File: config.mk
export PLATFORM = sky130hd
export DESIGN_NAME = if_stage
export DESIGN_NICKNAME = d
export VERILOG_FILES = /design/src/rtl/if_stage_pkg.sv /design/src/rtl/if_stage.sv
export SDC_FILE = /design/constraint.sdc
export NUM_CORES = 1
export LEC_CHECK = 0
export BUFFER_PORTS_ARGS = -buffer_cell sky130_fd_sc_hd__buf_2
export CAP_MARGIN = 40
export CELL_PAD_IN_SITES_DETAIL_PLACEMENT = 1
export CELL_PAD_IN_SITES_GLOBAL_PLACEMENT = 1
export CORE_ASPECT_RATIO = 0.9
export CORE_UTILIZATION = 35
export CTS_CLUSTER_DIAMETER = 40
export DETAILED_ROUTE_END_ITERATION = 7
export PLACE_DENSITY_LB_ADDON = 0.2
export SYNTH_ARGS = -nofsm -noshare
export SYNTH_HDL_FRONTEND = slang
export SYNTH_SLANG_ARGS = --single-unit
export TNS_END_PERCENT = 20
File: constraint.sdc
create_clock -name clk -period 1.3 [get_ports clk]
set_input_delay 0.065 -clock clk [delete_from_list [all_inputs] [get_ports clk]]
set_output_delay 0.065 -clock clk [all_outputs]
set_load 0.03 [all_outputs]
File: src/rtl/if_stage_pkg.sv
// ----------------------------------------------------------------------------
// if_stage_pkg
// Shared widths and encodings for the fetch stage of the 4-thread barrel
// pipeline. The imem address is {thread_id, pc}, so every thread owns a
// private 128-word slice of instruction memory.
// ----------------------------------------------------------------------------
package if_stage_pkg;

    localparam int INSTR_W     = 32;
    localparam int TID_W       = 2;
    localparam int PC_W        = 7;
    localparam int ADDR_W      = TID_W + PC_W;
    localparam int NUM_THREADS = 1 << TID_W;

    // Encoding placed on id_instr whenever the IF/ID slot is empty.
    localparam logic [INSTR_W-1:0] NOP = 32'h0000_0000;

    // An EX redirect kills a pipeline slot only if the slot is live and
    // belongs to the redirected thread.
    function automatic logic kill_match(
        input logic             br_taken,
        input logic             slot_valid,
        input logic [TID_W-1:0] br_tid,
        input logic [TID_W-1:0] slot_tid
    );
        return br_taken & slot_valid & (br_tid == slot_tid);
    endfunction

endpackage

File: src/rtl/if_stage.sv
// ----------------------------------------------------------------------------
// if_stage
// Fetch stage sitting directly after the per-thread PC generator. Each
// advancing cycle the incoming {thread_id, pc} goes to a synchronous imem
// (1-cycle read latency) and into the F register; on the following advancing
// edge the returned word is paired with that F entry and registered into
// the IF/ID pipeline register.
//
// Stalls: imem is not enabled while stalled, so its output may wander. The
// word belonging to the F entry is captured into a hold register on the
// first stall edge and used instead of imem_rdata when the pipe resumes.
//
// Redirects: an EX branch kills F and ID entries of the same thread. The new
// PC is produced upstream; this stage only discards stale work.
//
// Ports
//   clk, reset           clock; synchronous active-high reset
//   pc_reset_pulse       synchronous flush, identical effect to reset
//   advance              pipeline advance enable (shared with PC gen)
//   pc_target, thread_id fetch request, meaningful when advance=1
//   ex_branch_taken,
//   ex_thread_id         EX redirect strobe and the thread it targets
//   imem_addr, imem_en   imem request (combinational)
//   imem_rdata           imem data for the request of the previous edge
//   id_instr, id_pc,
//   id_thread_id,
//   id_valid             IF/ID pipeline register outputs
// ----------------------------------------------------------------------------
module if_stage
    import if_stage_pkg::*;
(
    input  logic               clk,
    input  logic               reset,
    input  logic               pc_reset_pulse,
    input  logic               advance,
    input  logic [ADDR_W-1:0]  pc_target,
    input  logic [TID_W-1:0]   thread_id,
    input  logic               ex_branch_taken,
    input  logic [TID_W-1:0]   ex_thread_id,
    output logic [ADDR_W-1:0]  imem_addr,
    output logic               imem_en,
    input  logic [INSTR_W-1:0] imem_rdata,
    output logic [INSTR_W-1:0] id_instr,
    output logic [ADDR_W-1:0]  id_pc,
    output logic [TID_W-1:0]   id_thread_id,
    output logic               id_valid
);

    // ------------------------------------------------------------------
    // State
    // ------------------------------------------------------------------
    logic               f_valid_q,    f_valid_d;
    logic [ADDR_W-1:0]  f_pc_q,       f_pc_d;
    logic [TID_W-1:0]   f_tid_q,      f_tid_d;

    logic               hold_valid_q, hold_valid_d;
    logic [INSTR_W-1:0] hold_instr_q, hold_instr_d;

    logic               id_valid_q,   id_valid_d;
    logic [INSTR_W-1:0] id_instr_q,   id_instr_d;
    logic [ADDR_W-1:0]  id_pc_q,      id_pc_d;
    logic [TID_W-1:0]   id_tid_q,     id_tid_d;

    logic               flush;
    logic               sq_f;
    logic               sq_id;
    logic               f_live;
    logic [INSTR_W-1:0] src_instr;

    // ------------------------------------------------------------------
    // Combinational request side
    // ------------------------------------------------------------------
    assign flush     = reset | pc_reset_pulse;
    assign imem_addr = pc_target;
    assign imem_en   = advance & ~reset & ~pc_reset_pulse;

    assign sq_f  = kill_match(ex_branch_taken, f_valid_q,  ex_thread_id, f_tid_q);
    assign sq_id = kill_match(ex_branch_taken, id_valid_q, ex_thread_id, id_tid_q);

    // After a stall the memory output is no longer trustworthy; the captured
    // copy takes over until the next advancing edge consumes it.
    assign src_instr = hold_valid_q ? hold_instr_q : imem_rdata;

    // F entry survives into ID only if it was live and not just redirected.
    assign f_live = f_valid_q & ~sq_f;

    // ------------------------------------------------------------------
    // Next-state
    // ------------------------------------------------------------------
    always_comb begin
        f_valid_d    = f_valid_q;
        f_pc_d       = f_pc_q;
        f_tid_d      = f_tid_q;
        hold_valid_d = hold_valid_q;
        hold_instr_d = hold_instr_q;
        id_valid_d   = id_valid_q;
        id_instr_d   = id_instr_q;
        id_pc_d      = id_pc_q;
        id_tid_d     = id_tid_q;

        if (advance) begin
            // New fetch always loads; a squash only affects the old F entry.
            f_valid_d    = 1'b1;
            f_pc_d       = pc_target;
            f_tid_d      = thread_id;

            id_valid_d   = f_live;
            id_instr_d   = f_live ? src_instr : NOP;
            id_pc_d      = f_pc_q;
            id_tid_d     = f_tid_q;

            hold_valid_d = 1'b0;
        end else begin
            // Capture happens on the first stall edge only; the data on
            // imem_rdata then still belongs to the F entry. A simultaneous
            // squash of F does not prevent the capture -- the F entry is
            // dead anyway and hold_valid is cleared on the next advance.
            if (!hold_valid_q && f_valid_q) begin
                hold_valid_d = 1'b1;
                hold_instr_d = imem_rdata;
            end

            if (sq_f) begin
                f_valid_d = 1'b0;
            end

            if (sq_id) begin
                id_valid_d = 1'b0;
                id_instr_d = NOP;
            end
        end
    end

    // ------------------------------------------------------------------
    // Registers
    // ------------------------------------------------------------------
    always_ff @(posedge clk) begin
        if (flush) begin
            f_valid_q    <= 1'b0;
            f_pc_q       <= '0;
            f_tid_q      <= '0;
            hold_valid_q <= 1'b0;
            hold_instr_q <= '0;
            id_valid_q   <= 1'b0;
            id_instr_q   <= NOP;
            id_pc_q      <= '0;
            id_tid_q     <= '0;
        end else begin
            f_valid_q    <= f_valid_d;
            f_pc_q       <= f_pc_d;
            f_tid_q      <= f_tid_d;
            hold_valid_q <= hold_valid_d;
            hold_instr_q <= hold_instr_d;
            id_valid_q   <= id_valid_d;
            id_instr_q   <= id_instr_d;
            id_pc_q      <= id_pc_d;
            id_tid_q     <= id_tid_d;
        end
    end

    assign id_valid     = id_valid_q;
    assign id_instr     = id_instr_q;
    assign id_pc        = id_pc_q;
    assign id_thread_id = id_tid_q;

    // Decode relies on an empty slot carrying the NOP encoding.
    a_nop_when_invalid: assert property (
        @(posedge clk) !id_valid_q |-> (id_instr_q == NOP)
    );

endmodule
-- Yosys cells after proc, flatten, opt, wreduce, memory -nomap -nowiden
Cells that the tools add are included.
- eq/ne operators: 2
- mux-type cells: 8
- bitwise logic cells: 12
- reduce and logical (&&, ||, !) cells: 6
- operator list (cell ; count):
    32-bit 2-to-1 mux ; 4
    1-bit bitwise AND ; 7
    2-bit == test ; 2
    1-bit 2-to-1 mux ; 4
    1-bit NOT ; 4
    2-bit nonzero test ; 2
    2-bit AND reduction ; 1
    2-bit OR reduction ; 1
    1-bit logical AND ; 1
    1-bit zero test ; 1
    1-bit bitwise OR ; 1
- bits in registers: 89
- input bits: 50
- output and inout bits: 54
- word-level logic and storage cells: 37

-- Logic depth before layout (Yosys ltp)
Gate-level depths: netlist of run 1.
- depth in word-level cells: 6
- gate-level depth with buffers: 6
- mapped depth without buffers: 3

-- Least setup slack after synthesis of run 1
Ideal clock, no wire load.
- path type: register to register
- from: register id_tid_q[0], in the netlist id_thread_id[0]
- to: register id_instr_q[10], in the netlist id_instr[10]
- setup time: 0.117 ns
- arrival time: 1.333 ns
- required time: 1.183 ns
- setup slack: -0.151 ns
- stages on the path, launching flop included: 5
- clock period less this slack: 1.451 ns
- path through: dfxtp_1 xnor2_1 a41oi_4 buf_6 a32o_2
- cells in the longest elaborated chain, start to end: 3
- ends and longest elaborated chain (element ; line ; text):
    from (decl) ; if_stage.sv:62 ; logic [TID_W-1:0] id_tid_q, id_tid_d;
    from (signal assigned) ; if_stage.sv:157 ; id_tid_q <= id_tid_d;
    2-bit == test ; if_stage_pkg.sv:26 ; return br_taken & slot_valid & (br_tid == slot_tid);
    1-bit bitwise AND ; if_stage_pkg.sv:26 ;
    2-bit nonzero test (no source line) ; n/a ;
    to (signal assigned) ; if_stage.sv:155 ; id_instr_q <= id_instr_d;
    to (decl) ; if_stage.sv:60 ; logic [INSTR_W-1:0] id_instr_q, id_instr_d;
Every way passes these cells.
A chain may end at the register's enable or synchronous reset.

-- Final worst setup path of run 1
- from: register hold_valid_q
- to: register hold_instr_q[0]
- cells in the longest elaborated chain, start to end: 3
- ends and longest elaborated chain (element ; line ; text):
    from (decl) ; if_stage.sv:56 ; logic hold_valid_q, hold_valid_d;
    from (signal assigned) ; if_stage.sv:152 ; hold_valid_q <= hold_valid_d;
    1-bit zero test ; if_stage.sv:118 ; if (!hold_valid_q && f_valid_q) begin
    1-bit logical AND ; if_stage.sv:118 ;
    2-bit AND reduction (no source line) ; n/a ;
    to (signal assigned) ; if_stage.sv:153 ; hold_instr_q <= hold_instr_d;
    to (decl) ; if_stage.sv:57 ; logic [INSTR_W-1:0] hold_instr_q, hold_instr_d;
Every way passes these cells.

==> impl_results.rst, run 1 <==
.. list-table::
   :header-rows: 1

   * - Metric
     - Value
   * - Commonest cells after routing, fill and taps aside
     - 103 x sky130_fd_sc_hd__buf_2, 86 x sky130_fd_sc_hd__dfxtp_1, 64 x sky130_fd_sc_hd__nand2_1, 55 x sky130_fd_sc_hd__nor2_1, 54 x sky130_fd_sc_hd__mux2i_1
   * - Inserted Clock Buffers
     - 9
   * - Post-route insts no fill
     - 662
   * - Initial drt markers
     - 73
   * - Final clock period utilization by the worst path
     - 101%
   * - Area of the mapped netlist
     - 3720 um2
   * - Number of synthesis warnings
     - 0
   * - Antenna Diode Count
     - 0
   * - Clock tree root driver cell
     - sky130_fd_sc_hd__clkbuf_16
   * - Filler cell count in the final layout
     - 1179
   * - Total of buffers placed on input and output ports
     - 103
   * - Vias per std cell
     - 5.01
   * - Final Routed Wirelength
     - 10800 um
   * - Core Box Area
     - 10300 um2
   * - Crit-path slowest cell
     - sky130_fd_sc_hd__dfxtp_4
   * - RSZ-0062 raised after global routing
     - true
   * - Sequential group share of total power
     - 45.2%
   * - Required @ worst endpoint
     - 1.57 ns
   * - Actual slew at the worst max-slew pin
     - 0.435 ns
   * - Routed length on met2
     - 5370 um
   * - Achievable clock frequency
     - 765 MHz
   * - Drt pass-1 iters
     - 4
   * - Wire length on met1
     - 4880 um
   * - Distinct cells, synth
     - 23
   * - Main combinational cell family by area after synthesis
     - compound AO/OA/AOI/OAI gates
   * - Clock skew
     - 0.00720 ns
   * - Leading cell types by total area after synthesis
     - sky130_fd_sc_hd__dfxtp_1 48%, sky130_fd_sc_hd__mux2i_1 15%, sky130_fd_sc_hd__a32o_2 8.2%
   * - Run status
     - finished with violations
   * - P&R area growth vs syn
     - 41.8%
   * - Final Core Density
     - 51.3%
   * - All-Layer GR Usage
     - 18.8%
   * - Sequential fraction of the synthesis area
     - 47.8%
   * - Critical Path Source Type
     - flop
   * - Power dissipated by switching net loads
     - 0.00147 W
   * - Commonest non-fill, non-tap cell in the layout
     - sky130_fd_sc_hd__buf_2
   * - TritonCTS Sinks
     - 89
   * - Finish-stage setup viols
     - 1
   * - H-tree depth
     - 3
   * - Fraction of synthesized cell area in xor and xnor cells
     - 0.941%
   * - Nature of the critical path endpoint
     - flop
   * - Fraction of synthesized area in multiplexers
     - 14.5%
   * - Number of nets produced by synthesis
     - 436
   * - Max rail drop VDD
     - 0.699 mV
   * - Adder and majority gate portion of the synthesized area
     - 0%
   * - Arr. time, crit path
     - 1.58 ns
   * - Hold Worst Slack
     - -0.000700 ns
   * - Leakage dissipation
     - 2.31 nW
   * - Antenna-violating nets left
     - 0
   * - Complex-gate fraction of the synthesized area
     - 15.7%
   * - Die Y
     - 99.9 um
   * - Comb power frac
     - 10.8%
   * - Minimum clock period after layout
     - 1.31 ns
   * - Pin count of the biggest net entering global routing
     - 88
   * - Violations in the final reports
     - negative hold slack, negative setup slack
   * - Delay contributed by the slowest stage of the critical path
     - 0.37 ns
   * - Maximum fanout along the worst path
     - 9
   * - Minimum setup slack in the final design
     - -0.00755 ns
   * - Global-route wire length before repair
     - 16500 um
   * - Longest Clk Path Bufs
     - 2
   * - Chip Width
     - 111 um
   * - Category of the most critical setup path
     - flop to flop
   * - Simple logic cell fraction of the synthesized area
     - 13.6%
   * - Library cell occupying the most area in the post-synthesis netlist
     - sky130_fd_sc_hd__dfxtp_1
   * - Detail Route met3 WL
     - 384 um
   * - HP Class
     - input port to flop
   * - Via count
     - 3314
   * - Cell-internal power
     - 0.00468 W
   * - Weighted congestion at the end of routability-driven global placement
     - 0.708
   * - Remaining max-slew budget at the tightest pin
     - 70.9%
   * - Insertion delay to the later sink of the worst-skew pair
     - 0.33 ns
   * - List of cells traversed by the critical path
     - buf_12 > nor3b_4 > buf_6 > clkbuf_16 > nand2_1 > a21oi_2
   * - Dpl cells
     - 597
   * - Yosys top cell area share
     - 47.8%
   * - Layout cells sized above 1
     - 37.1%
   * - Ratio of total power to cell area
     - 1160 nW/um2
   * - Number of endpoints with negative hold slack in the final report
     - 1
   * - Top layer reached by signal wires
     - met4
   * - Clock share of power
     - 44.0%
   * - Core Rows
     - 35
   * - Routed wire length per instance
     - 16.4 um
   * - Die Outline Area
     - 11100 um2
   * - Clock tree from TritonCTS
     - yes
   * - Final Net Count
     - 578
   * - Remaining global-route overflow
     - 0
   * - Initial standard-cell utilization of the core
     - 36.2%
   * - Initial antenna violation count
     - 0
   * - Cell count after synthesis
     - 386
   * - Detailed placer's ending HPWL
     - 6870 um
   * - Clock-pin slew on the worst setup and hold paths
     - 0.07 ns
   * - DRC violation count after routing
     - 0
   * - Buffers and inverters on the worst path
     - 3
   * - Mean Syn Cell Area
     - 9.65 um2
   * - MaxCap Viol Count
     - 0
   * - Cell Area, Placed
     - 4380 um2
   * - Family of cells with the greatest summed delay on the critical path
     - buffers and inverters
   * - Final non-filler cell area
     - 5280 um2
   * - Seq cells post-synth
     - 89
   * - Ports placed on the boundary
     - 104
   * - Sum of internal, switching and leakage power
     - 0.00615 W
   * - Vias in the first global route
     - 3324
   * - Max Slew Vio Count
     - 0
   * - Switching Fraction
     - 23.9%
==> per-layer routing <==
layer | GRT usage [%] | vias up
li1 | - | 1612
met2 | 32.6 | 69
met3 | 4.47 | 15
met1 | 23.1 | 1618
met4 | 6.05 | 0
met5 | 0 | -
==> worst paths after layout <==
path	start	endpoint	slack [ns]	depth (start not counted)
hold / removal	thread_id[1]	f_tid_q[1]$_SDFFE_PP0P_	-0.0007	3
setup / recovery	hold_valid_q$_SDFFE_PP0N_	hold_instr_q[0]$_SDFFE_PP0P_	-0.008	6
hold reg to reg	hold_instr_q[25]$_SDFFE_PP0P_	hold_instr_q[25]$_SDFFE_PP0P_	0.45	2
setup reg to reg	hold_valid_q$_SDFFE_PP0N_	hold_instr_q[0]$_SDFFE_PP0P_	-0.008	6
==> kinds of logic (layout without fill, tap and decap cells) <==
group                     after synthesis  in the layout
muxes                                  54             54
buffers and inverters                  43            190
AOI/OAI and AO/OA                      69             69
and+or+nand+nor                       127            127
xor gates and xnor gates                4              4
DFF                                    89             89
==> state kept, by name, summed over array words and instances, names as in the netlist <==
| name | cells |
|---|---|
| f_tid_q | 2 |
| id_instr | 32 |
| f_valid_q | 1 |
| hold_instr_q | 32 |
| f_pc_q | 9 |
| id_valid | 1 |
| hold_valid_q | 1 |
| id_pc | 9 |
| id_thread_id | 2 |
==> cells in the mapped netlist <==
cell type                  count
sky130_fd_sc_hd__a22o_1        1
sky130_fd_sc_hd__a41oi_4       1
sky130_fd_sc_hd__nor2_1       56
sky130_fd_sc_hd__a21oi_1      32
sky130_fd_sc_hd__and2_1        2
sky130_fd_sc_hd__a31oi_1       1
sky130_fd_sc_hd__nor3_1        1
sky130_fd_sc_hd__or3b_1        1
sky130_fd_sc_hd__a32o_1        5
sky130_fd_sc_hd__dfxtp_1      89
sky130_fd_sc_hd__mux2i_1      54
sky130_fd_sc_hd__buf_6         7
sky130_fd_sc_hd__a31oi_4       1
sky130_fd_sc_hd__a32o_2       27
sky130_fd_sc_hd__buf_2        17
sky130_fd_sc_hd__nand2_1      65
sky130_fd_sc_hd__clkbuf_1      7
sky130_fd_sc_hd__o21a_1        1
sky130_fd_sc_hd__or2_1         1
sky130_fd_sc_hd__buf_4        11
sky130_fd_sc_hd__xnor2_1       4
sky130_fd_sc_hd__nor3b_4       1
sky130_fd_sc_hd__inv_1         1
==> cell type report <==
type,instances,area [um2],area share [%]
multi-input cells,254,1750,33.1
inverters,1,3.75,0.0711
flip-flops and latches,89,1790,33.9
clock inverters,5,62.6,1.18
well taps,129,161,3.06
repair buffers,173,1260,23.8
clock buffers,11,254,4.81
==> power by group through the flow <==
stage / Clock [W] / Sequential [W] / Combinational [W]
floorplan: 0 / 0.00285 / 0.000325
finish: 0.00271 / 0.00278 / 0.000663
global route: 0.00289 / 0.00278 / 0.000718
CTS: 0.00278 / 0.00278 / 0.000633
detailed placement: 0 / 0.00284 / 0.000531
global placement: 0 / 0.00284 / 0.000516
==> tightest hold or removal path, cell delays in order <==
cell	delay, ns
sky130_fd_sc_hd__buf_2	0.08
sky130_fd_sc_hd__mux2i_1	0.06
sky130_fd_sc_hd__nor2_1	0.10
==> metrics by stage <==
stage	setup TNS, ns	setup slack (ns)
after global placement	-0.248	-0.0135
after detailed placement	-1.90	-0.0745
after global routing	-1.84	-0.0557
final	-0.00755	-0.00755
after CTS	-0.0181	-0.00544
after floorplan	0	0.0116
==> what timing repair did <==
| item | 4_1_cts | 5_1_grt |
|---|---|---|
| hold buffers | 39 | 1 |
| endpoints found under the hold margin | 39 | 1 |
| endpoints found under the setup margin | 32 | 61 |
| cloned | 0 | 3 |
| setup buffers | 0 | 6 |
| pin swaps | 0 | 3 |
| resized for setup | 3 | 16 |
(Power assumes the default switching activity.)
==> run 2, diff against run 1 <==
--- a/config.mk
+++ b/config.mk
@@ -11,6 +11,7 @@
 export CELL_PAD_IN_SITES_GLOBAL_PLACEMENT = 1
 export CORE_ASPECT_RATIO = 0.9
 export CORE_UTILIZATION = 35
+export CTS_BUF_LIST = sky130_fd_sc_hd__clkbuf_16
 export CTS_CLUSTER_DIAMETER = 40
 export DETAILED_ROUTE_END_ITERATION = 7
 export PLACE_DENSITY_LB_ADDON = 0.2
==> run 2 against run 1 <==
Against the previous run: the run still ends with negative hold slack, negative setup slack left; utilization unchanged; cell count unchanged; fmax decreased by 0.21%; power about the same; sequential cell count unchanged; sequential share of layout area unchanged; via count increased by 0.12%; critical endpoint unchanged.
==> impl_results.rst, run 2 (synthesis gave the netlist of run 1 again) <==
.. list-table::
   :header-rows: 1

   * - Metric
     - Value
   * - Run status
     - finished with violations
   * - Violations in the final reports
     - negative hold slack, negative setup slack
   * - Hold Worst Slack
     - -0.000376 ns (+0.000324 ns)
   * - Worst Reg-to-Reg Cells
     - 6 (unchanged)
   * - Pin count of the biggest net entering global routing
     - 88 (unchanged)
   * - Chip Width
     - 111 um (unchanged)
   * - Routed wire length per instance
     - 16.3 um (-0.24%)
   * - Final clock period utilization by the worst path
     - 101% (+0.21 points)
   * - Met3 Usage GRT
     - 4.47% (unchanged)
   * - DRC violation count after routing
     - 0 (unchanged)
   * - Dpl cells
     - 597 (unchanged)
   * - HP Class
     - input port to flop
   * - Antenna-violating nets left
     - 0 (unchanged)
   * - Required @ worst endpoint
     - 1.57 ns (about the same)
   * - Longest Clk Path Bufs
     - 2 (unchanged)
   * - Initial antenna violation count
     - 0 (unchanged)
   * - Drt pass-1 iters
     - 4 (unchanged)
   * - Max rail drop VDD
     - 0.700 mV (+0.20%)
   * - Actual slew at the worst max-slew pin
     - 0.435 ns (-0.0000920 ns)
   * - Initial standard-cell utilization of the core
     - 36.2% (unchanged)
   * - Clock tree from TritonCTS
     - yes
   * - Cell depth of the worst min-delay path
     - 3 (unchanged)
   * - Final Net Count
     - 578 (unchanged)
   * - Achievable clock frequency
     - 763 MHz (-0.21%)
   * - Total of buffers placed on input and output ports
     - 103 (unchanged)
   * - RSZ-0062 raised after global routing
     - true
   * - Nature of the critical path endpoint
     - flop
   * - P&R area growth vs syn
     - 41.8% (unchanged)
   * - Post-route insts no fill
     - 662 (unchanged)
   * - Die Y
     - 99.9 um (unchanged)
   * - Minimum setup slack in the final design
     - -0.0102 ns (-0.00269 ns)
   * - Leakage dissipation
     - 2.31 nW (+0.18%)
   * - Core Box Area
     - 10300 um2 (unchanged)
   * - Via count
     - 3318 (+0.12%)
   * - Global-route layer with the greatest usage
     - met2
   * - Setup TNS
     - -0.0102 ns (-0.00269 ns)
   * - Worst Setup Slack post-DPL
     - -0.0745 ns (unchanged)
   * - Ratio of total power to cell area
     - 1160 nW/um2 (about the same)
   * - Routing usage on met2
     - 32.6% (unchanged)
   * - Inserted Clock Buffers
     - 9 (unchanged)
   * - Finish-stage setup viols
     - 1 (unchanged)
   * - Insertion delay to the later sink of the worst-skew pair
     - 0.33 ns (about the same)
   * - Clock skew
     - 0.00720 ns (+0.00000153 ns)
   * - Global-route wire length before repair
     - 16500 um (unchanged)
   * - All-Layer GR Usage
     - 18.8% (unchanged)
   * - Ports placed on the boundary
     - 104 (unchanged)
   * - Minimum clock period after layout
     - 1.31 ns (+0.00269 ns)
   * - Clock-pin slew on the worst setup and hold paths
     - 0.07 ns (about the same)
   * - TritonCTS Sinks
     - 89 (unchanged)
   * - Die Outline Area
     - 11100 um2 (unchanged)
   * - Maximum fanout along the worst path
     - 9 (unchanged)
   * - Detailed placer's ending HPWL
     - 6870 um (unchanged)
   * - Final Routed Wirelength
     - 10800 um (-0.24%)
   * - Weighted congestion at the end of routability-driven global placement
     - 0.708 (unchanged)
   * - Initial drt markers
     - 71 (-2.7%)
   * - Vias per std cell
     - 5.01 (+0.12%)
   * - Remaining global-route overflow
     - 0 (unchanged)
   * - Final Core Density
     - 51.3% (unchanged)
   * - Max Slew Vio Count
     - 0 (unchanged)
   * - Critical Path Source Type
     - flop
   * - Category of the most critical setup path
     - flop to flop
   * - Clock tree root driver cell
     - sky130_fd_sc_hd__clkbuf_16
   * - Number of endpoints with negative hold slack in the final report
     - 1 (unchanged)
   * - MaxCap Viol Count
     - 0 (unchanged)
   * - Layout cells sized above 1
     - 37.1% (unchanged)
   * - Vias in the first global route
     - 3324 (unchanged)
   * - Commonest cells after routing, fill and taps aside
     - 103 x sky130_fd_sc_hd__buf_2, 86 x sky130_fd_sc_hd__dfxtp_1, 64 x sky130_fd_sc_hd__nand2_1, 55 x sky130_fd_sc_hd__nor2_1, 54 x sky130_fd_sc_hd__mux2i_1
   * - Arr. time, crit path
     - 1.58 ns (about the same)
   * - Remaining max-slew budget at the tightest pin
     - 71.0% (about the same)
   * - Grt met1 use
     - 23.1% (unchanged)
   * - H-tree depth
     - 3 (unchanged)
   * - Core Rows
     - 35 (unchanged)
   * - Antenna Diode Count
     - 0 (unchanged)
   * - Filler cell count in the final layout
     - 1179 (unchanged)
   * - Commonest non-fill, non-tap cell in the layout
     - sky130_fd_sc_hd__buf_2
-- run 2: stage by stage --
step	total power [W]	area, um2	hold slack [ns]
after global placement	0.00335	4380	0.313
after floorplan	0.00318	3750	0.201
after global routing	0.00638	5280	0.00961
after CTS	0.00618	5110	0.00417
final	0.00614	5280	-0.000376
after detailed placement	0.00337	4380	0.307
-- run 2: worst max-delay path, cell delays in order, from the launching register on --
cell and delay (ns):
sky130_fd_sc_hd__dfxtp_4 0.37, sky130_fd_sc_hd__buf_12 0.15, sky130_fd_sc_hd__nor3b_4 0.22, sky130_fd_sc_hd__buf_6 0.16, sky130_fd_sc_hd__clkbuf_16 0.16, sky130_fd_sc_hd__nand2_1 0.07, sky130_fd_sc_hd__a21oi_2 0.11
-- run 2: path summary, 6_finish.rpt --
check                           startpoint                            end  slack (ns)
max reg2reg      hold_valid_q$_SDFFE_PP0N_   hold_instr_q[0]$_SDFFE_PP0P_       -0.01
max              hold_valid_q$_SDFFE_PP0N_   hold_instr_q[0]$_SDFFE_PP0P_       -0.01
min                           thread_id[1]        f_tid_q[1]$_SDFFE_PP0P_     -0.0004
min reg2reg  hold_instr_q[25]$_SDFFE_PP0P_  hold_instr_q[25]$_SDFFE_PP0P_        0.45
-- run 2: where the power goes --
group          leakage, nW  switching, W  internal [W]  total, W
logic                 1.44      0.000353      0.000310  0.000663
clock network        0.151       0.00110       0.00161   0.00271
registers            0.721     0.0000215       0.00275   0.00278
total                 2.31       0.00147       0.00467   0.00614
-- run 2: what timing repair did --
action / 4_1_cts / 5_1_grt
endpoints found under the setup margin: 32 / 61
pin swaps: 0 / 3
cloned: 0 / 3
gates resized for setup: 3 / 16
endpoints found under the hold margin: 39 / 1
hold buffers: 39 / 1
buffers inserted: 0 / 6
-- run 2: cell type report --
| cell class | instances | area (um2) | area share, % |
|---|---|---|---|
| clock buffers | 10 | 250 | 4.74 |
| clock inverters | 6 | 66.3 | 1.26 |
| inverters | 1 | 3.75 | 0.0711 |
| multi-input cells | 254 | 1750 | 33.1 |
| flip-flops and latches | 89 | 1790 | 33.9 |
| well taps | 129 | 161 | 3.06 |
| repair buffers | 173 | 1260 | 23.8 |
-- run 2: layer usage --
| layer | wire length, um | up-vias |
|---|---|---|
| li1 | - | 1613 |
| met1 | 4850 | 1623 |
| met2 | 5390 | 67 |
| met3 | 378 | 15 |
| met4 | 190 | 0 |
| met5 | 0 | - |
